[config.mk]
export PLATFORM = sky130hd
export DESIGN_NAME = instr_fetch
export DESIGN_NICKNAME = d
export VERILOG_FILES = /design/src/rtl/fetch_pkg.sv /design/src/rtl/fetch_fifo.sv /design/src/rtl/instr_fetch.sv
export SDC_FILE = /design/constraint.sdc
export NUM_CORES = 1
export LEC_CHECK = 0
export ABC_CLOCK_PERIOD_IN_PS = 1300
export BUFFER_PORTS_ARGS = -buffer_cell sky130_fd_sc_hd__clkbuf_2
export CAP_MARGIN = 10
export CORE_MARGIN = 5
export CORE_UTILIZATION = 43
export CTS_BUF_LIST = sky130_fd_sc_hd__clkbuf_16
export DETAILED_ROUTE_END_ITERATION = 16
export PLACE_DENSITY = 0.75
export SLEW_MARGIN = 20
export SYNTH_ARGS = -nofsm -noshare
export SYNTH_HDL_FRONTEND = slang
export SYNTH_HIERARCHICAL = 1
export SYNTH_SLANG_ARGS = --single-unit
[constraint.sdc]
create_clock -name clk -period 1.3 [get_ports clk]
set_input_delay 0.195 -clock clk [delete_from_list [all_inputs] [get_ports clk]]
set_output_delay 0.195 -clock clk [all_outputs]
set_load 0.005 [all_outputs]
[src/rtl/fetch_pkg.sv]
// Shared defaults and FSM state encoding for the instruction fetch stage.
package fetch_pkg;

   localparam int unsigned FETCH_ADDR_W = 5;
   localparam int unsigned FETCH_DATA_W = 16;

   typedef enum logic [1:0] {
      IDLE   = 2'd0,
      RUN    = 2'd1,
      HALTED = 2'd2
   } fetch_state_e;

endpackage

[src/rtl/fetch_fifo.sv]
// Two-entry shift FIFO with synchronous flush; head is always entry 0.
module fetch_fifo #(
   parameter int unsigned WIDTH = 21
) (
   input  logic             clk,
   input  logic             rst_n,
   input  logic             flush,
   input  logic             push,
   input  logic [WIDTH-1:0] push_data,
   input  logic             pop,
   output logic             full,
   output logic             empty,
   output logic [WIDTH-1:0] head
);

   logic [WIDTH-1:0] slot0, slot1;
   logic [1:0]       count;
   logic             do_push, do_pop;

   assign full    = (count == 2'd2);
   assign empty   = (count == 2'd0);
   assign head    = slot0;
   assign do_push = push & !full;
   assign do_pop  = pop & !empty;

   always_ff @(posedge clk or negedge rst_n) begin
      if (!rst_n) begin
         slot0 <= '0;
         slot1 <= '0;
         count <= '0;
      end else if (flush) begin
         count <= '0;
      end else begin
         case ({do_push, do_pop})
            2'b11: begin
               if (count == 2'd1) begin
                  slot0 <= push_data;
               end else begin
                  slot0 <= slot1;
                  slot1 <= push_data;
               end
            end
            2'b01: begin
               slot0 <= slot1;
               count <= count - 2'd1;
            end
            2'b10: begin
               if (count == 2'd0) slot0 <= push_data;
               else               slot1 <= push_data;
               count <= count + 2'd1;
            end
            default: ;
         endcase
      end
   end

endmodule

[src/rtl/instr_fetch.sv]
// Instruction fetch stage: PC, memory address, and valid/ready output to decode.
// FETCH_FIFO_EN adds a 2-entry queue between memory capture and the output.
module instr_fetch
   import fetch_pkg::*;
#(
   parameter int unsigned       ADDR_W   = FETCH_ADDR_W,
   parameter int unsigned       DATA_W   = FETCH_DATA_W,
   parameter logic [ADDR_W-1:0] START_PC = '0
) (
   input  logic              clk,
   input  logic              rst_n,
   input  logic              start,
   input  logic              halt,
   input  logic              redirect,
   input  logic [ADDR_W-1:0] redirect_addr,
   output logic [ADDR_W-1:0] mem_addr,
   input  logic [DATA_W-1:0] mem_rdata,
   output logic              inst_valid,
   input  logic              inst_ready,
   output logic [DATA_W-1:0] inst_data,
   output logic [ADDR_W-1:0] inst_pc,
   output logic              busy
);

   fetch_state_e      state, state_nxt;
   logic [ADDR_W-1:0] pc, pc_nxt;
   logic              capture;
   logic              flush;
   logic              slot_free;

   assign mem_addr = pc;
   assign busy     = (state == RUN);

   always_ff @(posedge clk or negedge rst_n) begin
      if (!rst_n) begin
         state <= IDLE;
         pc    <= '0;
      end else begin
         state <= state_nxt;
         pc    <= pc_nxt;
      end
   end

   // Priority in RUN: halt > redirect > advance.
   always_comb begin
      state_nxt = state;
      pc_nxt    = pc;
      capture   = 1'b0;
      flush     = 1'b0;
      case (state)
         IDLE, HALTED: begin
            if (start) begin
               state_nxt = RUN;
               pc_nxt    = START_PC;
            end
         end
         RUN: begin
            if (halt) begin
               state_nxt = HALTED;
               flush     = 1'b1;
            end else if (redirect) begin
               pc_nxt = redirect_addr;
               flush  = 1'b1;
            end else if (slot_free) begin
               capture = 1'b1;
               pc_nxt  = pc + ADDR_W'(1);
            end
         end
         default: state_nxt = IDLE;
      endcase
   end

`ifdef FETCH_FIFO_EN
   logic                     fifo_full;
   logic                     fifo_empty;
   logic [DATA_W+ADDR_W-1:0] fifo_head;

   fetch_fifo #(
      .WIDTH(DATA_W + ADDR_W)
   ) u_fetch_fifo (
      .clk      (clk),
      .rst_n    (rst_n),
      .flush    (flush),
      .push     (capture),
      .push_data({mem_rdata, pc}),
      .pop      (inst_valid & inst_ready),
      .full     (fifo_full),
      .empty    (fifo_empty),
      .head     (fifo_head)
   );

   assign slot_free            = !fifo_full;
   assign inst_valid           = !fifo_empty;
   assign {inst_data, inst_pc} = fifo_head;
`else
   assign slot_free = !inst_valid | inst_ready;

   always_ff @(posedge clk or negedge rst_n) begin
      if (!rst_n) begin
         inst_valid <= 1'b0;
         inst_data  <= '0;
         inst_pc    <= '0;
      end else if (flush) begin
         inst_valid <= 1'b0;
      end else if (capture) begin
         inst_valid <= 1'b1;
         inst_data  <= mem_rdata;
         inst_pc    <= pc;
      end
   end
`endif

endmodule
==> run_results.csv, run 1 <==
group,metric,value,unit
run_status,outcome,"finished, violations left",
run_status,violations,"negative setup slack",
synth,ys_seq_area_share,51.79,%
cells_and_area,layout-drive-gt1-share,64.85,%
synth,syn_avg_cell_area,14.75,sq um
synth,synth_top_family_by_area,"multiplexers",
synth,synth_top_cell_by_area,"dfrtp_1",
flow_run,drv_cap,0,
clocking,cts-root-buf,"clkbuf_16",
synth,synthArstFlopShare,100.0,%
floorplanning,die_w,67.09,um
power_and_ir_drop,p_per_area,2147,nW/um^2
timing,worst_pin_slew,0.3816,ns
placed_design,dp_hpwl,2.257,mm
timing,tns,-1.972,ns
cells_and_area,fin_cells,209,
synth,synth_top_cell_area_share,51.79,%
detailed_routing,wl_per_cell,14.56,um
power_and_ir_drop,p_comb_share,34.4,%
clocking,cts_tree,"done",
floorplanning,die_area,4500,sq um
detailed_routing,drt_iter0_drc,39,
power_and_ir_drop,leakagePower,1.068,nW
timing,fin_crit,1.386,ns
clocking,clkTransAtPathRegs,0.05,ns
hold_path,hp-class,"in -> reg",
detailed_routing,viasPerCell,4.761,
floorplanning,rows,20,
worst_setup_path,crit_family,"compound AO/OA/AOI/OAI gates",
global_route,first_global_vias,1042,
detailed_routing,vias,995,
power_and_ir_drop,power_frac_clock,29.6,%
synth,synth_edf_count,0,
global_route,grt_max_degree,16,
cells_and_area,final_area,1982,sq um
timing,maxSlewViolCount,0,
worst_setup_path,cpPeakStageDelay,0.34,ns
global_route,antenna_found_initial,0,
cells_and_area,n_antenna_cell,0,
synth,synthXorXnorAreaFrac,1.875,%
power_and_ir_drop,swShare,27.27,%
timing,hold_viol,0,
clocking,cts_num_sinks,29,
synth,synthAdderAreaFrac,0.8929,%
synth,synth_compound_area_share,7.143,%
worst_setup_path,cp_slowest_cell,"dfrtp_1",
cells_and_area,multi_input_area,628.1,sq um
cells_and_area,syn2layout_area_growth,41.43,%
global_route,grt_usage,15.11,%
worst_setup_path,cp_max_fo,4,
synth,netlist_area,1401,sq um
floorplanning,ios,55,
placed_design,placed_area,1767,sq um
timing,post-route-period-util,106.6,%
worst_setup_path,path_cells,"or2b_4 > o32ai_4 > nor4_2 > a211o_1",
global_route,gr-total-overflow,0,
detailed_routing,drcViolationCount,0,
timing,setup_viol,27,
timing,skew,0.004621,ns
timing,fmax,721.4,MHz
floorplanning,start_util,45.53,%
clocking,insertion_delay,0.27,ns
placed_design,port_buffers,54,
timing,rsz0062_at_grt,"true",
synth,synthFlopType,"dfrtp_1",
synth,synthMuxAreaShare,22.95,%
cells_and_area,fillerInstances,249,
cells_and_area,fin_util,64.39,%
power_and_ir_drop,ir_worst_vdd,0.001085,V
timing,setup_ws,-0.08613,ns
cells_and_area,seqCellArea,725.7,sq um
clocking,cts-htree-levels,2,
worst_setup_path,worst_ep_required_time,1.45,ns
global_route,grt_pass1_wl,4.926,mm
floorplanning,core_area,3078,sq um
detailed_routing,antenna_left,0,
power_and_ir_drop,p_int,3.095,mW
placed_design,dp_slack,-0.1268,ns
floorplanning,die_y,67.09,um
synth,yosysUniqueCellTypes,28,
detailed_routing,firstDrtPassIters,3,
placed_design,place.gp.congestion,0.7361,
synth,synth.area.top_cells,"dfrtp_1 52%, mux2_4 21%, buf_12 2.9%",
worst_setup_path,startpoint_type,"flip-flop",
worst_setup_path,endpoint_kind,"flip-flop",
worst_setup_path,criticalPathCategory,"reg -> reg",
timing,max-slew-margin-rel,74.56,%
power_and_ir_drop,seqPwrFrac,36.0,%
placed_design,placedCellCount,199,
worst_setup_path,cp_num_buf_inv,0,
power_and_ir_drop,switchingPower,1.160,mW
synth,synth_seq_cells,29,
synth,syn_nets,123,
clocking,clockBufferDepth,2,
clocking,numCtsBuffers,5,
synth,synth_cells,95,
synth,yosysWarnings,6,
cells_and_area,nets,192,
worst_setup_path,worstPathArrival,1.54,ns
synth,yosys.area_share.simple,9.732,%
detailed_routing,wl,3.042,mm
-- stage by stage --
stage | total power [mW] | hold WS [ns]
floorplan | 2.318 | -0.1006
global placement | 2.897 | 0.1180
detailed placement | 2.950 | 0.1246
CTS | 4.260 | 0.1515
global route | 4.516 | 0.1491
finish | 4.255 | 0.1535
-- logic make-up after synthesis --
group                    Yosys count
flip-flops                        29
multiplexers                      22
AND/OR/NAND/NOR                   19
AO/OA/AOI/OAI                     13
buffers and inverters              8
XOR/XNOR                           3
adder cells (fa/ha/maj)            1
-- flip-flops by register name, indices dropped and copies added, names as in the netlist --
register    cells
mem_addr        5
inst_pc         5
inst_valid      1
state           2
inst_data      16
-- synthesized netlist by cell type, drive strengths merged (2+ instances only) --
master,count
o31ai,2
dfrtp,29
a21oi,3
nand2,6
or2b,2
o21ai,5
mux2,21
xnor2,3
nand3,3
buf,5
nor2,2
inv,3
-- routing by layer --
layer	up-vias	GRT usage [%]	part of all wire [%]
li1	472	-	-
met1	491	15.78	38
met2	27	25.64	54
met3	5	6.071	6.1
met4	0	8.101	2.3
met5	-	0	0
-- layout make-up --
class | instances | area share [%]
Clock buffer | 5 | 6.313
Clock inverter | 3 | 1.894
Inverter | 3 | 0.5682
Multi-Input combinational cell | 58 | 31.69
Sequential cell | 29 | 36.62
Tap cell | 44 | 2.778
Timing Repair Buffer | 67 | 20.14
-- worst reg2reg max path, stage by stage (launching register included) --
cell and delay, ns:
dfrtp_1 0.34, or2b_4 0.30, o32ai_4 0.29, nor4_2 0.07, a211o_1 0.27
-- worst paths after layout --
kind	startpoint	to	slack (ns)	depth (start not counted)
min in group asynchronous	rst_n	inst_valid	0.37	2
max in group asynchronous	rst_n	mem_addr[1]	0.39	3
worst min-delay path	mem_rdata[5]	inst_data[5]	0.15	2
worst min register to register	inst_data[7]	inst_data[7]	0.51	1
worst max-delay path	inst_valid	mem_addr[0]	-0.09	4
worst max register to register	inst_valid	mem_addr[0]	-0.09	4
-- power groups by stage --
| stage | clock network, mW | registers, mW | logic (mW) |
|---|---|---|---|
| floorplan | 0 | 1.56 | 0.758 |
| global placement | 0 | 1.52 | 1.37 |
| detailed placement | 0 | 1.54 | 1.41 |
| CTS | 1.28 | 1.54 | 1.45 |
| global route | 1.32 | 1.60 | 1.59 |
| finish | 1.26 | 1.53 | 1.46 |
-- timing repair --
action	4_1_cts	5_1_grt
gates resized for setup	3	6
hold buffers	1	0
setup endpoints to repair	27	27
pin swaps	2	2
buffers inserted	0	1
endpoints found under the hold margin	14	0
-- cell usage in the layout, fill, tap and decap left out, types with 2 or more instances in the layout --
cell type   n
inv_1       3
nand2_1     3
xnor2_1     3
mux2_4     20
o21ai_0     4
a21oi_1     3
dfrtp_1    29
nand2_2     2
nand3_1     3
nor2_1      2
buf_12      2
clkbuf_16   5
clkbuf_2   54
buf_4       9
No activity file was read; power rests on OpenSTA's default activity.
==> inputs of run 2 (changes only) <==
Settings changed: ABC_AREA set to 0, REMOVE_ABC_BUFFERS set to 1.
==> run 2 against run 1 <==
Compared with the run above: the flow still finishes with violations (negative setup slack); first-iteration DRC count rose by 10%; setup slack got worse by 0.036 ns; wire length fell by 3.8%; die area did not move; clock skew barely moved; critical path depth rose by 1; critical endpoint is now inst_data[7]; largest power group unchanged; highest routed layer unchanged.
==> run_results.csv, run 2 (same netlist as run 1, synthesis figures left out) <==
group,metric,value,unit
clocking,clkTransAtPathRegs,0.05,ns
cells_and_area,regMostFlops,"inst_data",
cells_and_area,layout-drive-gt1-share,63.58,%
floorplanning,die_area,4500,sq um
clocking,cts_tree,"done",
worst_setup_path,worstPathArrival,1.58,ns
clocking,clockBufferDepth,2,
timing,fin_crit,1.422,ns
clocking,cts-htree-levels,2,
timing,fmax,703.1,MHz
detailed_routing,firstDrtPassIters,4,
worst_setup_path,startpoint_type,"flip-flop",
placed_design,dp_hpwl,2.174,mm
cells_and_area,nets,189,
power_and_ir_drop,leakagePower,1.035,nW
power_and_ir_drop,p_per_area,2094,nW/um^2
global_route,first_global_vias,1048,
global_route,gr-total-overflow,0,
power_and_ir_drop,p_comb_share,34.7,%
worst_setup_path,reg2reg_from,"state[1]",
hold_path,hp-class,"in -> reg",
placed_design,dp_slack,-0.1281,ns
floorplanning,ios,55,
cells_and_area,fillerInstances,275,
power_and_ir_drop,swShare,28.08,%
global_route,grt_pass1_wl,4.767,mm
detailed_routing,viasPerCell,4.641,
power_and_ir_drop,seqPwrFrac,38.7,%
floorplanning,core_area,3078,sq um
timing,worst_pin_slew,0.2963,ns
detailed_routing,wl_per_cell,14.20,um
timing,rsz0062_at_grt,"true",
power_and_ir_drop,switchingPower,1.116,mW
timing,tns,-2.608,ns
placed_design,port_buffers,54,
detailed_routing,drcViolationCount,0,
worst_setup_path,crit_start,"state[1]",
worst_setup_path,endpoint_kind,"flip-flop",
run_status,violations,"negative setup slack",
detailed_routing,wl,2.925,mm
floorplanning,die_w,67.09,um
clocking,numCtsBuffers,5,
placed_design,place.gp.congestion,0.8251,
timing,maxSlewViolCount,0,
hold_path,worstHoldStart,"mem_rdata[11]",
power_and_ir_drop,p_int,2.859,mW
worst_setup_path,criticalPathCategory,"reg -> reg",
detailed_routing,vias,956,
timing,setup_ws,-0.1223,ns
cells_and_area,mostFrequentLayoutCell,"clkbuf_2",
clocking,cts-root-buf,"clkbuf_16",
floorplanning,die_y,67.09,um
power_and_ir_drop,power_frac_clock,26.6,%
detailed_routing,antenna_left,0,
detailed_routing,drt_iter0_drc,43,
clocking,insertion_delay,0.27,ns
timing,skew,0.004963,ns
global_route,antenna_found_initial,0,
floorplanning,rows,20,
global_route,grt_max_degree,22,
run_status,outcome,"finished, violations left",
cells_and_area,final_cell_mix,"54 x clkbuf_2, 29 x dfrtp_1, 20 x mux2_4",
cells_and_area,largest_reg_flops,16,
timing,hold_viol,0,
cells_and_area,n_antenna_cell,0,
clocking,cts_num_sinks,29,
worst_setup_path,worst_ep_required_time,1.45,ns
power_and_ir_drop,ir_worst_vdd,0.0007747,V
floorplanning,start_util,45.53,%
timing,setup_viol,25,
timing,post-route-period-util,109.4,%
global_route,grt_usage,14.54,%
timing,max-slew-margin-rel,80.07,%
worst_setup_path,cp_max_fo,21,
flow_run,drv_cap,0,
cells_and_area,syn2layout_area_growth,35.45,%
==> run 2: path summary, 6_finish.rpt <==
kind	to	slack, ns	depth (start not counted)
worst max-delay path	inst_data[7]	-0.12	5
worst min-delay path	inst_data[11]	0.16	2
worst max register to register	inst_data[7]	-0.12	5
worst min register to register	inst_data[0]	0.51	1
max in group asynchronous	mem_addr[4]	0.43	3
min in group asynchronous	inst_data[15]	0.34	2
==> run 2: repair_timing <==
action                     CTS  global route
setup buffers                1             0
setup endpoints to repair   27            27
pin swaps                    0             0
hold endpoints to repair     8             0
hold buffers                 1             0
resized for setup            2             3
==> run 2: routing by layer <==
metal,up-vias,track usage [%],wire length (um),part of all wire [%]
li1,458,-,-,-
met1,451,17.98,1282,44
met2,44,22.33,1337,46
met3,3,6.071,270,9.2
met4,0,5.570,35,1.2
met5,-,0,0,0
==> run 2: worst max-delay path, stage by stage, from the launching register on <==
cell      delay, ns
dfrtp_1        0.40
nand2b_4       0.18
nor3_4         0.17
nand2_4        0.07
buf_12         0.17
mux2_4         0.31
==> run 2: area by class of cell <==
type,count,area (sq um),area share [%]
clock buffers,5,125.1,6.592
clock inverters,3,13.76,0.7251
well taps,44,55.05,2.900
multi-input cells,58,603.1,31.77
repair buffers,64,364.1,19.18
flip-flops and latches,29,725.7,38.23
inverters,3,11.26,0.5933
==> run 2: stage by stage <==
step	hold slack (ns)	cell area, sq um	std cells	utilization, %	power [mW]
2_1_floorplan	-0.1006	1334	90	-	2.258
3_3_place_gp	0.05854	1732	196	56.26	2.866
3_5_place_dp	0.05977	1732	196	56.26	2.918
4_1_cts	0.1473	1892	206	61.46	4.028
5_1_grt	0.1458	1898	206	61.67	4.224
6_report	0.1565	1898	206	61.67	3.975
==> run 2: power groups by stage <==
stage / logic [mW] / registers [mW] / clock network [mW]
floorplan: 0.698 / 1.56 / 0
global placement: 1.34 / 1.53 / 0
detailed placement: 1.37 / 1.55 / 0
CTS: 1.39 / 1.54 / 1.09
global route: 1.50 / 1.58 / 1.14
finish: 1.38 / 1.54 / 1.06
==> inputs of run 3 (changes only) <==
Settings changed: ABC_AREA 0 to 1.
==> run 3 against run 2 <==
Compared with the run above: the flow now finishes without violations; hold slack got worse by 0.029 ns; register-to-register slack improved by 0.25 ns; clock skew decreased by 0.0029 ns; die area grew 0.46%; sequential cell count did not move; count of clock-buffer cells in the layout unchanged; synthesized cell count rose by 55%; area after synthesis rose by 0.54%; non-clock buffer count shrank 4; largest cell class unchanged.
==> run_results.csv, run 3 <==
group,metric,value,unit
worst_setup_path,worst_ep_required_time,1.11,ns
hold_path,hold_depth,2,
synth,yosysWarnings,6,
detailed_routing,wl_per_cell,11.67,um
power_and_ir_drop,p_comb_share,33.6,%
power_and_ir_drop,power_frac_clock,27.2,%
cells_and_area,largest_reg_flops,16,
worst_setup_path,r2r_setup_slack,0.13,ns
detailed_routing,vias,1181,
floorplanning,core_area,3103,sq um
synth,netlist_area,1409,sq um
cells_and_area,syn2layout_area_growth,35.08,%
timing,post-route-period-util,94.37,%
worst_setup_path,criticalPathCategory,"reg -> out",
cells_and_area,fin_util,61.33,%
floorplanning,rows,20,
power_and_ir_drop,p_per_area,2042,nW/um^2
cells_and_area,regMostFlops,"inst_data",
clocking,clockBufferDepth,2,
timing,worst_pin_slew,0.3645,ns
global_route,first_global_vias,1162,
synth,synthArstFlopShare,100.0,%
timing,max-slew-margin-rel,75.70,%
hold_path,hp-class,"in -> reg",
timing,setup_viol,0,
timing,hold_viol,0,
clocking,insertion_delay,0.27,ns
synth,syn_avg_cell_area,9.584,sq um
worst_setup_path,reg2reg_from,"inst_valid",
global_route,antenna_found_initial,0,
global_route,grt_pass1_wl,4.919,mm
power_and_ir_drop,seqPwrFrac,39.2,%
cells_and_area,final_area,1903,sq um
detailed_routing,wl,2.963,mm
flow_run,drv_cap,0,
cells_and_area,nets,237,
timing,setup_ws,0.07313,ns
cells_and_area,mostFrequentLayoutCell,"clkbuf_2",
placed_design,port_buffers,54,
worst_setup_path,startpoint_type,"flip-flop",
cells_and_area,final_cell_mix,"54 x clkbuf_2, 35 x nand2_1, 29 x dfrtp_1",
hold_path,worstHoldStart,"start",
floorplanning,start_util,45.40,%
worst_setup_path,worstPathArrival,1.03,ns
timing,rsz0062_at_grt,"false",
synth,synth_edf_count,0,
synth,synth_cells,147,
clocking,clkTransAtPathRegs,0.05,ns
power_and_ir_drop,switchingPower,1.272,mW
power_and_ir_drop,swShare,32.72,%
global_route,grt_usage,14.68,%
run_status,outcome,"finished clean",
timing,maxSlewViolCount,0,
global_route,grt_max_degree,43,
synth,synth_seq_cells,29,
worst_setup_path,r2r.worst_path.cells,6,
cells_and_area,layout-drive-gt1-share,46.67,%
floorplanning,ios,55,
synth,synth.area.top_cells,"dfrtp_1 52%, o21ai_2 15%, nand2_1 9.3%",
clocking,cts-root-buf,"clkbuf_16",
worst_setup_path,endpoint_kind,"output pin",
detailed_routing,antenna_left,0,
worst_setup_path,crit_start,"state[1]",
detailed_routing,drt_iter0_drc,92,
synth,synth_commonest_cells,"35 x nand2_1, 29 x dfrtp_1, 24 x inv_1, 24 x o21ai_2, 5 x nand3_1",
synth,yosysUniqueCellTypes,21,
timing,fin_crit,1.227,ns
floorplanning,die_w,67.24,um
floorplanning,die_area,4521,sq um
power_and_ir_drop,ir_worst_vdd,0.0008981,V
placed_design,dp_slack,0.08010,ns
placed_design,place.gp.congestion,0.7962,
cells_and_area,n_antenna_cell,0,
placed_design,placed_area,1727,sq um
synth,synth_top_cell_by_area,"dfrtp_1",
floorplanning,die_y,67.24,um
synth,synth_top_cell_area_share,51.51,%
power_and_ir_drop,p_int,2.615,mW
clocking,cts_setup_buffers,0,
clocking,numCtsBuffers,5,
timing,fmax,815.1,MHz
synth,synthFlopType,"dfrtp_1",
clocking,cts_tree,"done",
synth,ys_seq_area_share,51.51,%
detailed_routing,drcViolationCount,0,
clocking,cts_num_sinks,29,
worst_setup_path,cp_max_fo,8,
timing,skew,0.002068,ns
clocking,cts-htree-levels,2,
placed_design,dp_hpwl,2.090,mm
global_route,gr-total-overflow,0,
power_and_ir_drop,leakagePower,1.045,nW
detailed_routing,firstDrtPassIters,4,
detailed_routing,viasPerCell,4.650,
synth,synth_most_common_cell,"nand2_1",
-- run 3: cell types whose count changed after synthesis, moves of 3 or more --
cell / previous run / this run
nand2_1: 5 / 35
mux2_4: 20 / 0
inv_1: 3 / 24
nand4_1: 0 / 4
o21ai_2: 0 / 24
a21oi_1: 3 / 0
-- run 3: path summary, 6_finish.rpt --
kind | end
max in group asynchronous | inst_pc[0]
max reg2reg | inst_data[0]
min | state[1]
max | busy
min reg2reg | inst_data[13]
min in group asynchronous | inst_data[13]
-- run 3: power groups by stage --
stage | combinational, mW | sequential [mW] | clock (mW)
2_1_floorplan | 0.647 | 1.57 | 0
3_3_place_gp | 1.26 | 1.54 | 0
3_5_place_dp | 1.30 | 1.54 | 0
4_1_cts | 1.31 | 1.53 | 1.10
5_1_grt | 1.49 | 1.58 | 1.15
6_report | 1.31 | 1.52 | 1.06
-- run 3: final cells by class --
class,count,area (sq um)
clock buffer,5,125.1
clock inverter,3,13.76
fill,303,1200
inverter,26,97.59
multi-input combinational,87,538.0
sequential,29,725.7
tap,44,55.05
timing repair buffer,60,347.8
-- run 3: critical path: stages (launching register included) --
cell and delay (ns):
dfrtp_1 0.43, nor2_8 0.19, clkbuf_2 0.14
-- run 3: cells by family after synthesis --
family	synth area share (%)
muxes	0.7105
buffers and inverters	10.48
DFF	51.51
xor gates and xnor gates	0.6218
adders and majority gates	0.8880
and+or+nand+nor	18.47
AOI/OAI and AO/OA	17.32
-- run 3: repair_timing --
item                                    CTS  global route
endpoints found under the setup margin    0            22
hold buffers                              1             0
hold endpoints to repair                 29             0
gates resized for setup                   0             2
-- run 3: layer usage --
metal / vias to the layer above / global-route usage, % / part of all wire, %
li1: 593 / - / -
met1: 529 / 18.20 / 44
met2: 54 / 21.96 / 43
met3: 5 / 6.323 / 11
met4: 0 / 6.835 / 1.1
met5: - / 0 / 0
-- run 3: stage by stage --
step	TNS [ns]	power (mW)	std cells	hold slack, ns
after floorplan	-2.099	2.220	142	-0.1006
after detailed placement	0	2.841	244	0.2303
after global routing	0	4.213	254	0.1233
after global placement	0	2.800	244	0.2215
after CTS	0	3.939	253	0.1225
final	0	3.887	254	0.1274
